==> src/rtl/lsu_arb_pkg.sv <==
// Shared types and helpers for the LSU memory arbiter.
// Lane index type and a one-hot to binary index conversion.
package lsu_arb_pkg;
  localparam int NUM_LANES = 2;
  localparam int MAX_LANES = 32;

  typedef logic [$clog2(NUM_LANES)-1:0] lane_idx_t;

  // Index of the set bit in a one-hot vector; zero input maps to index 0.
  function automatic int unsigned oh2idx(input logic [MAX_LANES-1:0] oh);
    int unsigned r;
    r = 0;
    for (int i = 0; i < MAX_LANES; i++)
      if (oh[i]) r = unsigned'(i);
    return r;
  endfunction
endpackage

==> src/rtl/lsu_arb_prio_pick.sv <==
// Fixed-priority picker: the lowest-index request wins (bundle program order).
module lsu_arb_prio_pick
  import lsu_arb_pkg::*;
#(
  parameter int N = 2,
  localparam int IW = $clog2(N)
) (
  input  logic [N-1:0]  i_req,
  output logic [N-1:0]  o_grant,
  output logic [IW-1:0] o_idx
);
  always_comb begin
    o_grant = '0;
    for (int i = N - 1; i >= 0; i--) begin
      if (i_req[i]) begin
        o_grant    = '0;
        o_grant[i] = 1'b1;
      end
    end
  end

  assign o_idx = IW'(oh2idx(MAX_LANES'(o_grant)));
endmodule

==> src/rtl/lsu_mem_arbiter.sv <==
// Shares one single-ported data RAM between the LSU lanes of a bundle,
// serving lanes in ascending order and stalling until all are served.
module lsu_mem_arbiter
  import lsu_arb_pkg::*;
#(
  parameter int NUM_LANES = lsu_arb_pkg::NUM_LANES,
  parameter int ADDR_W    = 32,
  parameter int DATA_W    = 32
) (
  input  logic                              clk,
  input  logic                              rst,
  input  logic [NUM_LANES-1:0]              lane_rd_en,
  input  logic [NUM_LANES-1:0]              lane_wr_en,
  input  logic [NUM_LANES-1:0][ADDR_W-1:0]  lane_rd_addr,
  input  logic [NUM_LANES-1:0][ADDR_W-1:0]  lane_wr_addr,
  input  logic [NUM_LANES-1:0][DATA_W-1:0]  lane_wr_data,
  output logic [NUM_LANES-1:0][DATA_W-1:0]  lane_rd_data,
  input  logic                              ext_stall,
  input  logic                              branch_squash,
  output logic [ADDR_W-1:0]                 ram_addr,
  output logic [DATA_W-1:0]                 ram_wr_data,
  output logic                              ram_wr_en,
  output logic                              ram_rd_en,
  input  logic [DATA_W-1:0]                 ram_rd_data,
  output logic                              mem_stall
);
  localparam int IW = $clog2(NUM_LANES);

  logic [NUM_LANES-1:0]             w_req;
  logic [NUM_LANES-1:0]             w_grant;
  logic [IW-1:0]                    w_gidx;
  logic                             w_any;
  logic [NUM_LANES-1:0]             r_served;
  logic                             r_rsp_valid;
  logic [IW-1:0]                    r_rsp_lane;
  logic [NUM_LANES-1:0][DATA_W-1:0] r_hold;

  assign w_req = (lane_rd_en | lane_wr_en) & ~r_served & {NUM_LANES{~branch_squash}};

  lsu_arb_prio_pick #(.N(NUM_LANES)) u_pick (
    .i_req   (w_req),
    .o_grant (w_grant),
    .o_idx   (w_gidx)
  );

  assign w_any     = |w_grant;
  assign mem_stall = |(w_req & ~w_grant);

  // A lane with both enables set is treated as a store.
  always_comb begin
    ram_addr    = '0;
    ram_wr_data = '0;
    ram_wr_en   = 1'b0;
    ram_rd_en   = 1'b0;
    if (w_any) begin
      ram_wr_data = lane_wr_data[w_gidx];
      if (lane_wr_en[w_gidx]) begin
        ram_wr_en = 1'b1;
        ram_addr  = lane_wr_addr[w_gidx];
      end else begin
        ram_rd_en = lane_rd_en[w_gidx];
        ram_addr  = lane_rd_addr[w_gidx];
      end
    end
  end

  // Served lanes persist across any stall so a frozen bundle never re-issues.
  always_ff @(posedge clk or posedge rst) begin
    if (rst) begin
      r_served    <= '0;
      r_rsp_valid <= 1'b0;
      r_rsp_lane  <= '0;
    end else begin
      if (branch_squash)              r_served <= '0;
      else if (mem_stall | ext_stall) r_served <= r_served | w_grant;
      else                            r_served <= '0;
      r_rsp_valid <= ram_rd_en;
      r_rsp_lane  <= w_gidx;
    end
  end

  for (genvar i = 0; i < NUM_LANES; i++) begin : g_lane
    logic w_hit;
    assign w_hit = r_rsp_valid && (r_rsp_lane == IW'(i));

    always_ff @(posedge clk or posedge rst) begin
      if (rst)        r_hold[i] <= '0;
      else if (w_hit) r_hold[i] <= ram_rd_data;
    end

    assign lane_rd_data[i] = w_hit ? ram_rd_data : r_hold[i];
  end
endmodule
==> config.mk <==
export PLATFORM = sky130hd
export DESIGN_NAME = lsu_mem_arbiter
export DESIGN_NICKNAME = d
export VERILOG_FILES = /design/src/rtl/lsu_arb_pkg.sv /design/src/rtl/lsu_arb_prio_pick.sv /design/src/rtl/lsu_mem_arbiter.sv
export SDC_FILE = /design/constraint.sdc
export NUM_CORES = 1
export LEC_CHECK = 0
export ABC_AREA = 1
export CAP_MARGIN = 10
export CELL_PAD_IN_SITES_DETAIL_PLACEMENT = 1
export CELL_PAD_IN_SITES_GLOBAL_PLACEMENT = 1
export CORE_MARGIN = 2
export CORE_UTILIZATION = 21
export DETAILED_ROUTE_END_ITERATION = 16
export GPL_TIMING_DRIVEN = 0
export PLACE_DENSITY = 0.84
export SETUP_SLACK_MARGIN = 0.15
export SYNTH_ARGS = -nofsm -noshare
export SYNTH_HDL_FRONTEND = slang
export SYNTH_SLANG_ARGS = --single-unit
export TNS_END_PERCENT = 50
==> constraint.sdc <==
create_clock -name clk -period 2.7 [get_ports clk]
set_clock_uncertainty 0.2 [all_clocks]
set_input_delay 0.54 -clock clk [delete_from_list [all_inputs] [get_ports clk]]
set_output_delay 0.54 -clock clk [all_outputs]
set_load 0.01 [all_outputs]
==> metrics.md <==
| Metric | Value |
|---|---|
| Number of max-cap violations | `0` |
| Number of global-route vias before repair | `7101` |
| Seq. cell area | `0.00170 mm^2` |
| Yosys warnings | `0` |
| Vias per std cell | `4.76` |
| CTS tree | `built` |
| Die area | `0.0224 mm^2` |
| Per-cell routed wire length | `20.1 um` |
| GR Layer Usage met2 | `42.7%` |
| Final Cell Area | `0.0107 mm^2` |
| Input/output buffers | `362` |
| CTS H-tree depth | `3` |
| Clk sink count | `68` |
| Reg2Reg Setup Slack | `-100 ps` |
| Buffer depth of the longest clock path | `2` |
| Starting DRT DRC Count | `192` |
| Rows | `53` |
| Largest area contributor in the netlist | `dfrtp_1` |
| Crit path max fanout | `5` |
| Layout cells sized above 1 | `33.8%` |
| Post-route ant nets | `0` |
| RSZ-0062 raised after global routing | `yes` |
| Cells after Synth | `700` |
| Die X | `150 um` |
| DRC | `0` |
| Final Util | `51.0%` |
| Final hold violations | `0` |
| VDD IR max | `0.000353 V` |
| Crit. End Element | `primary output` |
| Nets | `1379` |
| Async S/R FF share, synth | `100%` |
| Slew Viols, Final | `0` |
| Final WL | `28.7 mm` |
| Worst slew pin tran | `848 ps` |
| Starting Density | `21.3%` |
| First-pass GRT wire length | `39.3 mm` |
| Total GRT Usage | `22.7%` |
| Final GP Congestion | `0.828` |
| Most instantiated library cell after synthesis | `nand2_1` |
| Area growth from synthesis to layout | `140%` |
| Number of iterations in the first detailed-routing pass | `4` |
| Busiest grt layer | `met2` |
| Clk root buf | `clkbuf_16` |
| Tcrit/Tclk final | `106%` |
| Met1 Use GR | `25.4%` |
| Slew headroom | `43.5%` |
| LEAKAGE | `5.45 nW` |
| TNS Setup | `-3740 ps` |
| Setup crit start kind | `input pin` |
| Dominant synthesized flop cell | `dfrtp_1` |
| WP data required | `1960 ps` |
| GRT met3 Usage | `5.12%` |
| Layout fillers | `2455` |
| Fmax | `349 MHz` |
| Kind of critical path | `in2out` |
| Synth top area cells | `dfrtp_1 38%, nand2_1 25%, nand3_1 18%, o21ai_0 7.4%, inv_1 3.3%` |
| Final HPWL from detailed placement | `18.7 mm` |
| Die Ht | `150 um` |
| Crit path DAT | `2130 ps` |
| Clk slew on worst S/H paths | `60 ps` |
| Cell Area, Placed | `0.00843 mm^2` |
| Total power | `0.00536 W` |
| Unique masters post-synth | `16` |
| Hold crit path type | `reg2reg` |
| Inserted Clock Buffers | `9` |
| Final worst path period need | `2870 ps` |
| Number of synthesized register bits | `68` |
| DR vias | `6799` |
| Power Dens Cells | `501 mW/mm^2` |
| I/O pins | `363` |
| Mapped Area | `0.00446 mm^2` |
| Area of the multi-input gates | `0.00306 mm^2` |
| Sequential share of the synthesized area | `38.2%` |
| Core area | `0.0210 mm^2` |
| Total congestion overflow | `0` |
| Pin count of the biggest net entering global routing | `69` |
| Commonest cells post-synth | `295 x nand2_1, 161 x nand3_1, 68 x dfrtp_1` |
| Failing checks | `negative setup slack` |
| Final Setup Violations | `40` |
| Avg Cell Area, Syn | `6.37 um^2` |
| Synthesized Nets | `932` |
| Post-route worst setup slack | `-168 ps` |
| Initial antenna violation count | `1` |
| EDFF count, synth | `0` |
| Min Hold Slack | `284 ps` |
| Synth top area share | `38.2%` |
| Clock Latency Late Sink | `330 ps` |
| Status | `finished, violations left` |
==> metal layers <==
metal / up-vias / wire (um)
met5: - / 0
met4: 0 / 892
met3: 61 / 1930
met2: 295 / 15300
met1: 3277 / 10700
li1: 3166 / -
==> per-stage QoR <==
step | setup slack [ps] | std cells
2_1_floorplan | 248 | 700
3_3_place_gp | -986 | 1337
3_5_place_dp | -895 | 1337
4_1_cts | -115 | 1416
5_1_grt | -237 | 1427
6_report | -168 | 1429
==> worst max-delay path, stage by stage <==
cell	delay, ps
clkdlybuf4s15_2	260
nor2_4	60
nor2_4	140
buf_12	130
nand2_8	60
buf_12	140
buf_12	140
buf_12	120
buf_16	130
nand2_2	70
nand2_2	60
nand3_2	80
nand2_2	60
buf_6	120
==> path summary, 6_finish.rpt <==
check,start,endpoint,depth (start not counted)
min in group asynchronous,rst,r_hold[28]$_DFF_PP0_,2
max in group asynchronous,rst,r_rsp_valid$_DFF_PP0_,2
worst min-delay path,r_hold[58]$_DFF_PP0_,r_hold[58]$_DFF_PP0_,2
worst min register to register,r_hold[58]$_DFF_PP0_,r_hold[58]$_DFF_PP0_,2
worst max register to register,r_served[1]$_DFF_PP0_,r_served[1]$_DFF_PP0_,21
worst max-delay path,lane_rd_en[1],ram_addr[5],14
==> report_power, final <==
| group | internal (W) | switching [W] | leakage [nW] |
|---|---|---|---|
| Combinational | 0.00137 | 0.00138 | 4.47 |
| Sequential | 0.00131 | 0.0000943 | 0.834 |
| Clock | 0.000731 | 0.000478 | 0.145 |
==> placed cells by master (no fill, tap or decap), types with 3 or more instances in the layout <==
| master | n |
|---|---|
| inv_6 | 3 |
| nand3_4 | 5 |
| buf_8 | 14 |
| clkdlybuf4s50_1 | 226 |
| o21ai_0 | 11 |
| dlymetal6s2s_1 | 20 |
| buf_6 | 71 |
| o21ai_1 | 48 |
| inv_1 | 34 |
| nor2_1 | 5 |
| nand2_1 | 180 |
| buf_16 | 8 |
| buf_12 | 11 |
| clkbuf_16 | 15 |
| dlygate4sd2_1 | 46 |
| inv_2 | 4 |
| nand2_8 | 3 |
| clkbuf_8 | 3 |
| dfrtp_1 | 67 |
| nand2_4 | 25 |
| o21ai_2 | 6 |
| buf_4 | 34 |
| nand3_2 | 33 |
| nor2_4 | 4 |
| nand2_2 | 91 |
| nand3_1 | 123 |
| clkbuf_2 | 4 |
| buf_2 | 38 |
| clkbuf_4 | 6 |
==> registers in the layout, indices dropped and copies added (netlist names) <==
| register | cells |
|---|---|
| r_hold | 64 |
| r_served | 2 |
| r_rsp_lane | 1 |
| r_rsp_valid | 1 |
==> logic make-up after synthesis <==
group,count (synthesis),share of synthesized area [%]
buffers and inverters,95,9.52
DFF,68,38.2
and+or+nand+nor,470,44.8
AOI/OAI and AO/OA,67,7.53
==> what timing repair did <==
item | in CTS | in global routing
buffers inserted | 55 | 5
hold buffers | 0 | 0
setup endpoints to repair | 131 | 103
resized for setup | 646 | 149
pin swaps | 46 | 39
cloned | 8 | 6
==> cell type report <==
cell class	instances	area share, %
sequential	68	15.9
tap	275	3.22
timing repair buffer	436	41.9
buffer	55	5.85
clock inverter	7	0.772
inverter	40	1.58
clock buffer	9	2.11
antenna	2	0.0468
multi-input combinational	537	28.6
Note: power is estimated with default switching activity, not from simulation.
